`config.mk`:
```
export PLATFORM = sky130hd
export DESIGN_NAME = prefetch_op_scheduler
export DESIGN_NICKNAME = d
export VERILOG_FILES = /design/src/rtl/prefetch_op_scheduler_pkg.sv /design/src/rtl/prefetch_op_scheduler_prio_starve_arbiter.sv /design/src/rtl/prefetch_op_scheduler.sv
export SDC_FILE = /design/constraint.sdc
export NUM_CORES = 1
export LEC_CHECK = 0
export CELL_PAD_IN_SITES_DETAIL_PLACEMENT = 0
export CELL_PAD_IN_SITES_GLOBAL_PLACEMENT = 2
export CORE_AREA = 2 2 485 487
export DETAILED_ROUTE_END_ITERATION = 8
export DIE_AREA = 0 0 487 489
export PLACE_DENSITY_LB_ADDON = 0.1
export SETUP_SLACK_MARGIN = 0.1
export SLEW_MARGIN = 25
export SYNTH_ARGS = -nofsm -noshare
export SYNTH_HDL_FRONTEND = slang
export SYNTH_SLANG_ARGS = --single-unit
```
`constraint.sdc`:
```
create_clock -name clk -period 3 [get_ports clk]
set_clock_uncertainty 0.2 [all_clocks]
set_input_delay 0.9 -clock clk [delete_from_list [all_inputs] [get_ports clk]]
set_output_delay 0.9 -clock clk [all_outputs]
set_load 0.01 [all_outputs]
```
`src/rtl/prefetch_op_scheduler_pkg.sv`:
```
// Shared types for the prefetcher data-queue scheduler: queue opcodes, queue error codes,
// requester indices and scheduler states.
package prefetch_op_scheduler_pkg;

    typedef enum logic [2:0] {
        OP_NOP               = 3'd0,
        OP_READ_REQ_PREF     = 3'd1,
        OP_READ_REQ_MASTER   = 3'd2,
        OP_READ_DATA_SLAVE   = 3'd3,
        OP_READ_DATA_PROMISE = 3'd4
    } opcode_e;

    localparam logic [2:0] QERR_NONE      = 3'd0;
    localparam logic [2:0] QERR_OVERFLOW  = 3'd1;
    localparam logic [2:0] QERR_UNDERFLOW = 3'd2;
    localparam logic [2:0] QERR_PROTOCOL  = 3'd4;

    // Index order is also the fixed priority order (lowest index wins).
    typedef enum logic [1:0] {
        REQ_SR   = 2'd0,
        REQ_MAR  = 2'd1,
        REQ_PROM = 2'd2,
        REQ_PF   = 2'd3
    } req_e;

    localparam int NUM_REQ = 4;

    typedef enum logic [1:0] {
        ST_RUN   = 2'd0,
        ST_FLUSH = 2'd1,
        ST_HALT  = 2'd2
    } sched_state_e;

endpackage

```
`src/rtl/prefetch_op_scheduler_prio_starve_arbiter.sv`:
```
// 4-way fixed-priority arbiter with saturating per-requester wait counters; a requester whose
// wait reaches the starve limit is promoted above every requester except index 0.
module prio_starve_arbiter
    import prefetch_op_scheduler_pkg::*;
#(
    parameter int STARVE_WIDTH = 4
) (
    input  logic                    clk,
    input  logic                    reset,
    input  logic [NUM_REQ-1:0]      req,
    input  logic [STARVE_WIDTH-1:0] starve_limit,
    output logic [NUM_REQ-1:0]      grant,
    output logic [NUM_REQ-1:0]      clear
);

    logic [STARVE_WIDTH-1:0] wait_cnt [NUM_REQ];
    logic [NUM_REQ-1:0]      promoted;

    always_comb begin
        promoted = '0;
        for (int i = 0; i < NUM_REQ; i++) begin
            promoted[i] = (starve_limit != '0) && (wait_cnt[i] >= starve_limit);
        end
    end

    // clear[i]: no active requester ranks above i, so i would win if it requested.
    always_comb begin
        clear = '0;
        grant = '0;
        for (int i = 0; i < NUM_REQ; i++) begin
            clear[i] = 1'b1;
            for (int j = 0; j < NUM_REQ; j++) begin
                if (j != i && req[j]) begin
                    if (j == 0) begin
                        clear[i] = 1'b0;
                    end else if (i != 0 &&
                                 ((promoted[j] && !promoted[i]) ||
                                  (promoted[j] == promoted[i] && j < i))) begin
                        clear[i] = 1'b0;
                    end
                end
            end
            grant[i] = req[i] && clear[i];
        end
    end

    always_ff @(posedge clk) begin
        if (reset) begin
            for (int i = 0; i < NUM_REQ; i++) begin
                wait_cnt[i] <= '0;
            end
        end else begin
            for (int i = 0; i < NUM_REQ; i++) begin
                if (grant[i]) begin
                    wait_cnt[i] <= '0;
                end else if (req[i] && wait_cnt[i] != '1) begin
                    wait_cnt[i] <= wait_cnt[i] + 1'b1;
                end
            end
        end
    end

endmodule

```
`src/rtl/prefetch_op_scheduler.sv`:
```
// Prefetcher data-queue scheduler: arbitrates slave data, master requests, promises and prefetches
// into one registered queue opcode per cycle; owns flush and error-halt sequencing.
// Optional PREF_SCHED_STATS_EN adds per-requester grant counters and a promotion-win counter.
module prefetch_op_scheduler
    import prefetch_op_scheduler_pkg::*;
#(
    parameter int ADDR_BITS       = 64,
    parameter int BLOCK_DATA_BITS = 512,
    parameter int LOG_QUEUE_SIZE  = 6,
    parameter int BURST_LEN_WIDTH = 8,
    parameter int STARVE_WIDTH    = 4
) (
    input  logic                       clk,
    input  logic                       reset,
    input  logic                       sR_valid,
    output logic                       sR_ready,
    input  logic [BLOCK_DATA_BITS-1:0] sR_data,
    input  logic                       sR_last,
    input  logic                       mAr_valid,
    output logic                       mAr_ready,
    input  logic [ADDR_BITS-1:0]       mAr_addr,
    input  logic                       mR_ready,
    input  logic                       pf_valid,
    output logic                       pf_ready,
    input  logic [ADDR_BITS-1:0]       pf_addr,
    input  logic                       flush,
    input  logic                       errClear,
    input  logic [STARVE_WIDTH-1:0]    crs_starveLimit,
    input  logic                       q_dataReady,
    input  logic                       q_almostFull,
    input  logic [LOG_QUEUE_SIZE:0]    q_outstandingReqCnt,
    input  logic [2:0]                 q_errorCode,
    output logic [2:0]                 q_reqOpcode,
    output logic [ADDR_BITS-1:0]       q_reqAddr,
    output logic [BLOCK_DATA_BITS-1:0] q_reqData,
    output logic                       q_reqLast,
    output logic                       flushDone,
    output logic                       halted,
    output logic [2:0]                 stickyErr
`ifdef PREF_SCHED_STATS_EN
    ,
    output logic [31:0]                statGrant [NUM_REQ],
    output logic [31:0]                statStarve
`endif
);

    if (STARVE_WIDTH < 1 || BURST_LEN_WIDTH < 1) begin : g_bad_params
        $error("prefetch_op_scheduler: width parameters must be >= 1");
    end

    sched_state_e       state;
    logic               go;
    logic [NUM_REQ-1:0] elig;
    logic [NUM_REQ-1:0] req;
    logic [NUM_REQ-1:0] grant;
    logic [NUM_REQ-1:0] clear;

    // A live queue error blocks grants already in the cycle it appears, so nothing issues into HALT.
    assign go = !reset && (state != ST_HALT) && (q_errorCode == QERR_NONE);

    always_comb begin
        elig           = '0;
        elig[REQ_SR]   = go;
        elig[REQ_MAR]  = go && (state == ST_RUN) && !q_almostFull;
        elig[REQ_PROM] = go && mR_ready && q_dataReady;
        elig[REQ_PF]   = go && (state == ST_RUN) && !q_almostFull;
        req            = elig & {pf_valid, 1'b1, mAr_valid, sR_valid};
    end

    prio_starve_arbiter #(
        .STARVE_WIDTH (STARVE_WIDTH)
    ) u_arb (
        .clk          (clk),
        .reset        (reset),
        .req          (req),
        .starve_limit (crs_starveLimit),
        .grant        (grant),
        .clear        (clear)
    );

    assign sR_ready  = elig[REQ_SR]  && clear[REQ_SR];
    assign mAr_ready = elig[REQ_MAR] && clear[REQ_MAR];
    assign pf_ready  = elig[REQ_PF]  && clear[REQ_PF];
    assign halted    = (state == ST_HALT);

    always_ff @(posedge clk) begin
        if (reset) begin
            state       <= ST_RUN;
            q_reqOpcode <= OP_NOP;
            q_reqAddr   <= '0;
            q_reqData   <= '0;
            q_reqLast   <= 1'b0;
            flushDone   <= 1'b0;
            stickyErr   <= QERR_NONE;
        end else begin
            flushDone   <= 1'b0;
            q_reqOpcode <= OP_NOP;
            q_reqAddr   <= '0;
            q_reqData   <= '0;
            q_reqLast   <= 1'b0;
            if (grant[REQ_SR]) begin
                q_reqOpcode <= OP_READ_DATA_SLAVE;
                q_reqData   <= sR_data;
                q_reqLast   <= sR_last;
            end else if (grant[REQ_MAR]) begin
                q_reqOpcode <= OP_READ_REQ_MASTER;
                q_reqAddr   <= mAr_addr;
            end else if (grant[REQ_PROM]) begin
                q_reqOpcode <= OP_READ_DATA_PROMISE;
            end else if (grant[REQ_PF]) begin
                q_reqOpcode <= OP_READ_REQ_PREF;
                q_reqAddr   <= pf_addr;
            end

            if (state != ST_HALT && q_errorCode != QERR_NONE) begin
                state     <= ST_HALT;
                stickyErr <= q_errorCode;
            end else begin
                case (state)
                    ST_RUN: begin
                        if (flush) begin
                            state <= ST_FLUSH;
                        end
                    end
                    ST_FLUSH: begin
                        if (q_outstandingReqCnt == '0) begin
                            state     <= ST_RUN;
                            flushDone <= 1'b1;
                        end
                    end
                    ST_HALT: begin
                        if (errClear) begin
                            state     <= ST_RUN;
                            stickyErr <= QERR_NONE;
                        end
                    end
                    default: state <= ST_RUN;
                endcase
            end
        end
    end

`ifdef PREF_SCHED_STATS_EN
    logic [NUM_REQ-1:0] fixed_grant;
    logic               promo_win;

    // A promotion win is any grant that plain fixed priority would have given to someone else.
    always_comb begin
        logic seen;
        seen        = 1'b0;
        fixed_grant = '0;
        for (int i = 0; i < NUM_REQ; i++) begin
            fixed_grant[i] = req[i] && !seen;
            seen           = seen || req[i];
        end
        promo_win = (grant != fixed_grant);
    end

    always_ff @(posedge clk) begin
        if (reset) begin
            for (int i = 0; i < NUM_REQ; i++) begin
                statGrant[i] <= '0;
            end
            statStarve <= '0;
        end else begin
            for (int i = 0; i < NUM_REQ; i++) begin
                if (grant[i]) begin
                    statGrant[i] <= statGrant[i] + 32'd1;
                end
            end
            if (promo_win) begin
                statStarve <= statStarve + 32'd1;
            end
        end
    end
`endif

endmodule
```
Word-level counts from Yosys, hierarchy flattened. Memories as Yosys holds them, arrays and structs flattened. Index checks and enable logic that the tools add are counted. W data, S select, Z words.

Add/subtract/negate cells: 4. Reductions and logical operators: 48. Multiplexer cells: 67. Shift operators: 0. Div/mod/pow operators: 0. $lt $le $gt $ge: 3. Equality and inequality tests: 16. Multipliers: 0. Bitwise operators: 11.

Operators with widths (number): $mux W64 (3); $mux W1 (45); $mux W4 (8); $logic_and A1 B1 Y1 (25); $add A4 B1 Y4 const B (4); $ne A4 B4 Y1 const B (4); $ge A4 B4 Y1 (3); $mux W2 (6); $mux W3 (4); $ne A2 B2 Y1 const B (4); $or A1 B1 Y1 (8); $logic_not A7 Y1 (1); $ne A3 B2 Y1 const B (2); $pmux W2 S3 (1); $reduce_and A3 Y1 (2); $reduce_or A2 Y1 (3); $reduce_or A3 Y1 (2); $logic_not A1 Y1 (5); $and A4 B4 Y4 (1); $reduce_bool A2 Y1 (2); $reduce_bool A4 Y1 (1); $eq A1 B1 Y1 (3); $logic_not A3 Y1 (1); $logic_or A1 B1 Y1 (3); 7 further kinds (8).

ROM bits: 0. Input port bits: 665. Latch bits: 0. Bits in registers: 586. Output and inout bits: 588. Logic and storage cells: 159. Memories kept: 1. Bits in writable memories: 16.

Memory list: u_arb.wait_cnt (depth 4, width 4, rd ports 4, clocked after Yosys merged registers in 0, wr ports 4, line prefetch_op_scheduler_prio_starve_arbiter.sv:16) `logic [STARVE_WIDTH-1:0] wait_cnt [NUM_REQ];`.

Depth between registers and ports, before layout.
Depth after elaboration: 17. Depth in mapped cells: 10. Gate-level depth less buffers: 8.

Modules after synthesis. A second synthesis with hierarchy kept.

Cell total of the unflattened synthesis: 1459. Area total of the unflattened synthesis: 17758.3 um^2.

Modules (own cells, without submodules): prefetch_op_scheduler (sequential area each 11731.3 um^2, area an instance 16668.5 um^2, instances 1, cells an instance 1354); prio_starve_arbiter (sequential area each 360.3 um^2, area an instance 1089.8 um^2, instances 1, cells an instance 105).

Worst setup path before layout. OpenSTA, ideal clock, no wires.

Path type: input to output. From: input crs_starveLimit[1]. To: output pf_ready. Data required time: 1.900 ns. Arrival time: 2.407 ns. Stages: 6. Path slack: -0.507 ns. Buffers on the path: 0. Path through: inv_1 -> ha_1 -> o211ai_1 -> o211a_2 -> nand2_1 -> a2111oi_0.

Cells in the longest elaborated chain, start to end: 10. Elaborated cells on any way between the ends: 19. Those cells by class: order compare: 3; eq/ne: 2; mux: 4; reduce/logical: 10.

Ends and longest elaborated chain: start, declared (line prefetch_op_scheduler.sv:28) `input logic [STARVE_WIDTH-1:0] crs_starveLimit,`; $ge A4 B4 Y1 or $reduce_bool A4 Y1 (tied branches) (line prefetch_op_scheduler_prio_starve_arbiter.sv:22) `promoted[i] = (starve_limit != '0) && (wait_cnt[i] >= starve_limit);`; $logic_and A1 B1 Y1 (line prefetch_op_scheduler_prio_starve_arbiter.sv:22); $logic_not A1 Y1; $logic_and A1 B1 Y1 (line prefetch_op_scheduler_prio_starve_arbiter.sv:37) `((promoted[j] && !promoted[i]) ||`; $logic_or A1 B1 Y1 (line prefetch_op_scheduler_prio_starve_arbiter.sv:37); $mux W1 (line prefetch_op_scheduler_prio_starve_arbiter.sv:36) `end else if (i != 0 &&`; $mux W1 (line prefetch_op_scheduler_prio_starve_arbiter.sv:33) `if (j != i && req[j]) begin`; $mux W1 (line prefetch_op_scheduler_prio_starve_arbiter.sv:36); $mux W1 (*) (line prefetch_op_scheduler_prio_starve_arbiter.sv:33); $logic_and A1 B1 Y1 (*) (line prefetch_op_scheduler.sv:83) `assign pf_ready = elig[REQ_PF] && clear[REQ_PF];`; end, declared (line prefetch_op_scheduler.sv:24) `output logic pf_ready,`.

Mark *: on every way between the ends. The rest lies on a longest branch, timed or not.

Worst setup path after layout.
From: input crs_starveLimit[1]. To: output mAr_ready.

Cells in the longest elaborated chain, start to end: 9. Elaborated cells on any way between the ends: 15. Those cells by class: order compare: 3; mux: 4; reduce/logical: 8.

Ends and longest elaborated chain: $ge A4 B4 Y1 or $reduce_bool A4 Y1 (tied branches) (line prefetch_op_scheduler_prio_starve_arbiter.sv:22); $logic_and A1 B1 Y1 (line prefetch_op_scheduler_prio_starve_arbiter.sv:22); $logic_not A1 Y1; $logic_and A1 B1 Y1 (line prefetch_op_scheduler_prio_starve_arbiter.sv:37); $mux W1 (line prefetch_op_scheduler_prio_starve_arbiter.sv:36); $mux W1 (line prefetch_op_scheduler_prio_starve_arbiter.sv:33); $mux W1 (line prefetch_op_scheduler_prio_starve_arbiter.sv:36); $mux W1 (*) (line prefetch_op_scheduler_prio_starve_arbiter.sv:33); $logic_and A1 B1 Y1 (*) (line prefetch_op_scheduler.sv:82) `assign mAr_ready = elig[REQ_MAR] && clear[REQ_MAR];`; end, declared (line prefetch_op_scheduler.sv:20) `output logic mAr_ready,`.

Marks and branches as above.

==> key figures <==
CTS
  • CTS Hold Bufs: 0
  • CTS Sinks: 598
  • Cts bufs inserted: 90
  • Max clock buf depth: 3
  • CTS tree: built
  • Clock latency on the worst-skew pair: 0.70 ns
  • Root Driver: clkbuf_16
  • CTS H-tree lvls: 3
  • CTS clk-pin slew, worst paths: 0.05 ns

Floorplan
  • Rows: 178
  • Die Wd: 487 um
  • Die Ht: 489 um
  • Starting Density: 0.0737
  • Core Area: 234,000 um^2
  • DIE AREA: 238,000 um^2
  • IO Count: 1,253

Global routing
  • Initial antenna violation count: 77
  • Largest net degree at the start of global routing: 178
  • Vias in the first global route: 18,200
  • Congestion Overflow GR: 0
  • First-pass GRT wire length: 169 mm
  • GRT Resource Usage Total: 0.105

Route
  • First-pass detailed-route iteration total: 4
  • DR iter-0 viols: 582
  • Via count: 16,600
  • DRC errors left: 0
  • WL final: 130 mm
  • Average routed wire per standard cell: 22.2 um
  • Vias per inst: 2.82
  • Post-route antenna net violation count: 0

Synth
  • Post-Syn Area: 17,200 um^2
  • Seq cells post-synth: 598
  • Netlist cell types: 42
  • Post-synthesis cell count: 1,422
  • Share of synthesized registers carrying an async set or reset: 0
  • Synth Net Count: 2,102
  • Commonest register cell after synthesis: dfxtp_1
  • Number of synthesized flops with an enable pin: 12
  • Sequential share of the synthesized area: 0.702
  • Synth warn: 0
  • Mapped Avg Cell Area: 12.1 um^2

Critical path
  • Cell family with most CP delay: buffers and inverters
  • Cell Chain, Critical Path: dlygate4sd2_1 -> inv_2 -> buf_4 -> ha_4 -> a2111oi_4 -> nor2_4 -> and3_4 -> nor3_4 -> buf_6
  • Worst Path Buf+Inv: 4
  • Critical path arrival: 2.58 ns
  • Critical path data required time: 1.90 ns
  • Type of destination of the critical path: primary output
  • Critical Path Max Stage Delay: 0.45 ns
  • Worst reg2reg startpoint: u_arb.wait_cnt[3][0]$_SDFFCE_PN0P_
  • Reg2reg path depth: 11
  • Critical path startpoint: crs_starveLimit[1]
  • CP startpoint kind: primary input
  • Flop-to-flop setup slack: 0.19 ns
  • Crit Path Max Fanout: 3
  • End of the critical path: mAr_ready
  • Slowest stage cell, crit path: a2111oi_4
  • CP Class: in2out
  • Capturing point of the worst reg2reg path: q_reqAddr[45]$_SDFF_PP0_
  • Levels on crit path: 9

Power and ir drop
  • Switch Pwr: 4.91 mW
  • Internal: 15.8 mW
  • Sequential power share: 0.390
  • Leak: 15.4 nW
  • Clock Power Share: 0.539
  • Logic pwr share: 0.071
  • VDD IR max: 0.379 mV
  • Pwr dens: 558 nW/um^2
  • Sw Share: 0.237

Timing
  • Final count of hold timing violations: 0
  • Final setup margin: -0.677 ns
  • Slew Limit Fails: 0
  • RSZ-0062 raised after global routing: yes
  • Tcrit/Tclk final: 1.23
  • FMAX: 0.272 GHz
  • Hold Slack: 0.331 ns
  • Final setup fails: 3
  • Setup TNS: -1.45 ns
  • Max-slew headroom: 0.315
  • Slew @ Worst Pin: 1.03 ns
  • Min Tclk post-route: 3.68 ns

Finish
  • Final core utilization: 0.159
  • Final nets: 3,397
  • Share of cells above drive strength 1: 0.102
  • Post-route cell area: 37,100 um^2
  • Commonest non-fill, non-tap cell in the layout: clkdlybuf4s50_1
  • Area grow syn2layout: 115%
  • Leading cell types in the layout, fill and taps excluded: 1,176 x clkdlybuf4s50_1, 576 x dfxtp_1, 514 x and3_1

Placed design
  • Gpl congestion: 0.802
  • Place WS: -1.61 ns
  • DP Area: 33,800 um^2
  • Port Buffers: 1,252
  • DP Wirelength: 104 mm

Run status
  • Violated checks: negative setup slack
  • Status: finished, violations left

Min path
  • Worst hold path class: in2reg

Flow run
  • Max_cap viols: 0
-- worst min path at each step --
stage / slack (ns) / depth (start not counted) / start / to
3_3_place_gp: 0.34 / 2 / stickyErr[1]$_SDFFE_PP0P_ / stickyErr[1]$_SDFFE_PP0P_
5_1_grt: 0.29 / 3 / q_errorCode[2] / stickyErr[2]$_SDFFE_PP0P_
4_1_cts: 0.23 / 3 / q_errorCode[2] / stickyErr[2]$_SDFFE_PP0P_
6_report: 0.33 / 3 / q_errorCode[2] / stickyErr[2]$_SDFFE_PP0P_
3_5_place_dp: 0.33 / 2 / stickyErr[2]$_SDFFE_PP0P_ / stickyErr[2]$_SDFFE_PP0P_
2_1_floorplan: 0.30 / 2 / state[0]$_SDFFE_PP0P_ / state[0]$_SDFFE_PP0P_
-- metrics by stage --
step | total power, mW | instances
3_5_place_dp | 9.75 | 5676
5_1_grt | 21.7 | 5857
6_report | 20.7 | 5877
2_1_floorplan | 8.49 | 1422
4_1_cts | 21.4 | 5852
3_3_place_gp | 9.75 | 5676
-- cells by family (layout without fill, tap and decap cells) --
logic type / after synthesis / in the layout / synth area share
buffers and inverters: 141 / 1511 / 0.0338
flip-flops: 598 / 598 / 0.702
AND/OR/NAND/NOR: 570 / 570 / 0.205
XOR/XNOR: 4 / 4 / 0.00203
adder cells (fa/ha/maj): 15 / 15 / 0.0109
other: 0 / 25 / 0
AO/OA/AOI/OAI: 94 / 94 / 0.0461
-- power groups by stage --
stage,Sequential (mW),Clock [mW],Combinational (mW)
floorplan,8.27,0,0.225
global placement,8.24,0,1.51
detailed placement,8.24,0,1.50
CTS,8.07,11.8,1.52
global route,8.07,12.0,1.58
finish,8.07,11.2,1.47
-- routing by layer --
metal  global-route usage  vias up  wire (um)
met5                    0        -        380
met1               0.0979     7775      43600
li1                     -     7608          -
met3               0.0622      218      16400
met2                0.188      931      65600
met4               0.0353       58       4400
-- final cells by class --
class / instances / area [um^2]
clock inverters: 29 / 359
inverters: 12 / 50.0
repair buffers: 1332 / 13200
fillers: 25900 / 197000
well taps: 3060 / 3830
flip-flops and latches: 598 / 12100
clock buffers: 138 / 2760
diodes: 25 / 62.6
multi-input cells: 683 / 4730
-- Yosys cell counts (8+ instances only) --
| library cell | n | share of area |
|---|---|---|
| nor2_1 | 15 | 0.0033 |
| clkbuf_1 | 112 | 0.024 |
| nand2_1 | 8 | 0.0017 |
| a21oi_1 | 8 | 0.0023 |
| dfxtp_1 | 586 | 0.68 |
| and3_1 | 515 | 0.19 |
| a22o_1 | 64 | 0.033 |
| edfxtp_1 | 12 | 0.021 |
| buf_2 | 12 | 0.0035 |
| inv_1 | 11 | 0.0024 |
| ha_1 | 15 | 0.011 |
-- tightest hold or removal path, cell delays in order --
cell and delay, ns:
buf_2 0.14, a22oi_1 0.09, nor2_1 0.07
-- registers in the layout, summed over array words and instances (netlist names) --
signal / count
q_reqAddr: 64
flushDone: 1
q_reqOpcode: 3
u_arb.wait_cnt: 12
state: 2
q_reqLast: 1
stickyErr: 3
q_reqData: 512
-- what timing repair did --
action | in CTS | in global routing
pin swaps | 10 | 2
resized for setup | 131 | 4
endpoints found under the setup margin | 194 | 41
endpoints found under the hold margin | 0 | 0
setup buffers | 9 | 0
No activity file was read; power rests on OpenSTA's default activity.
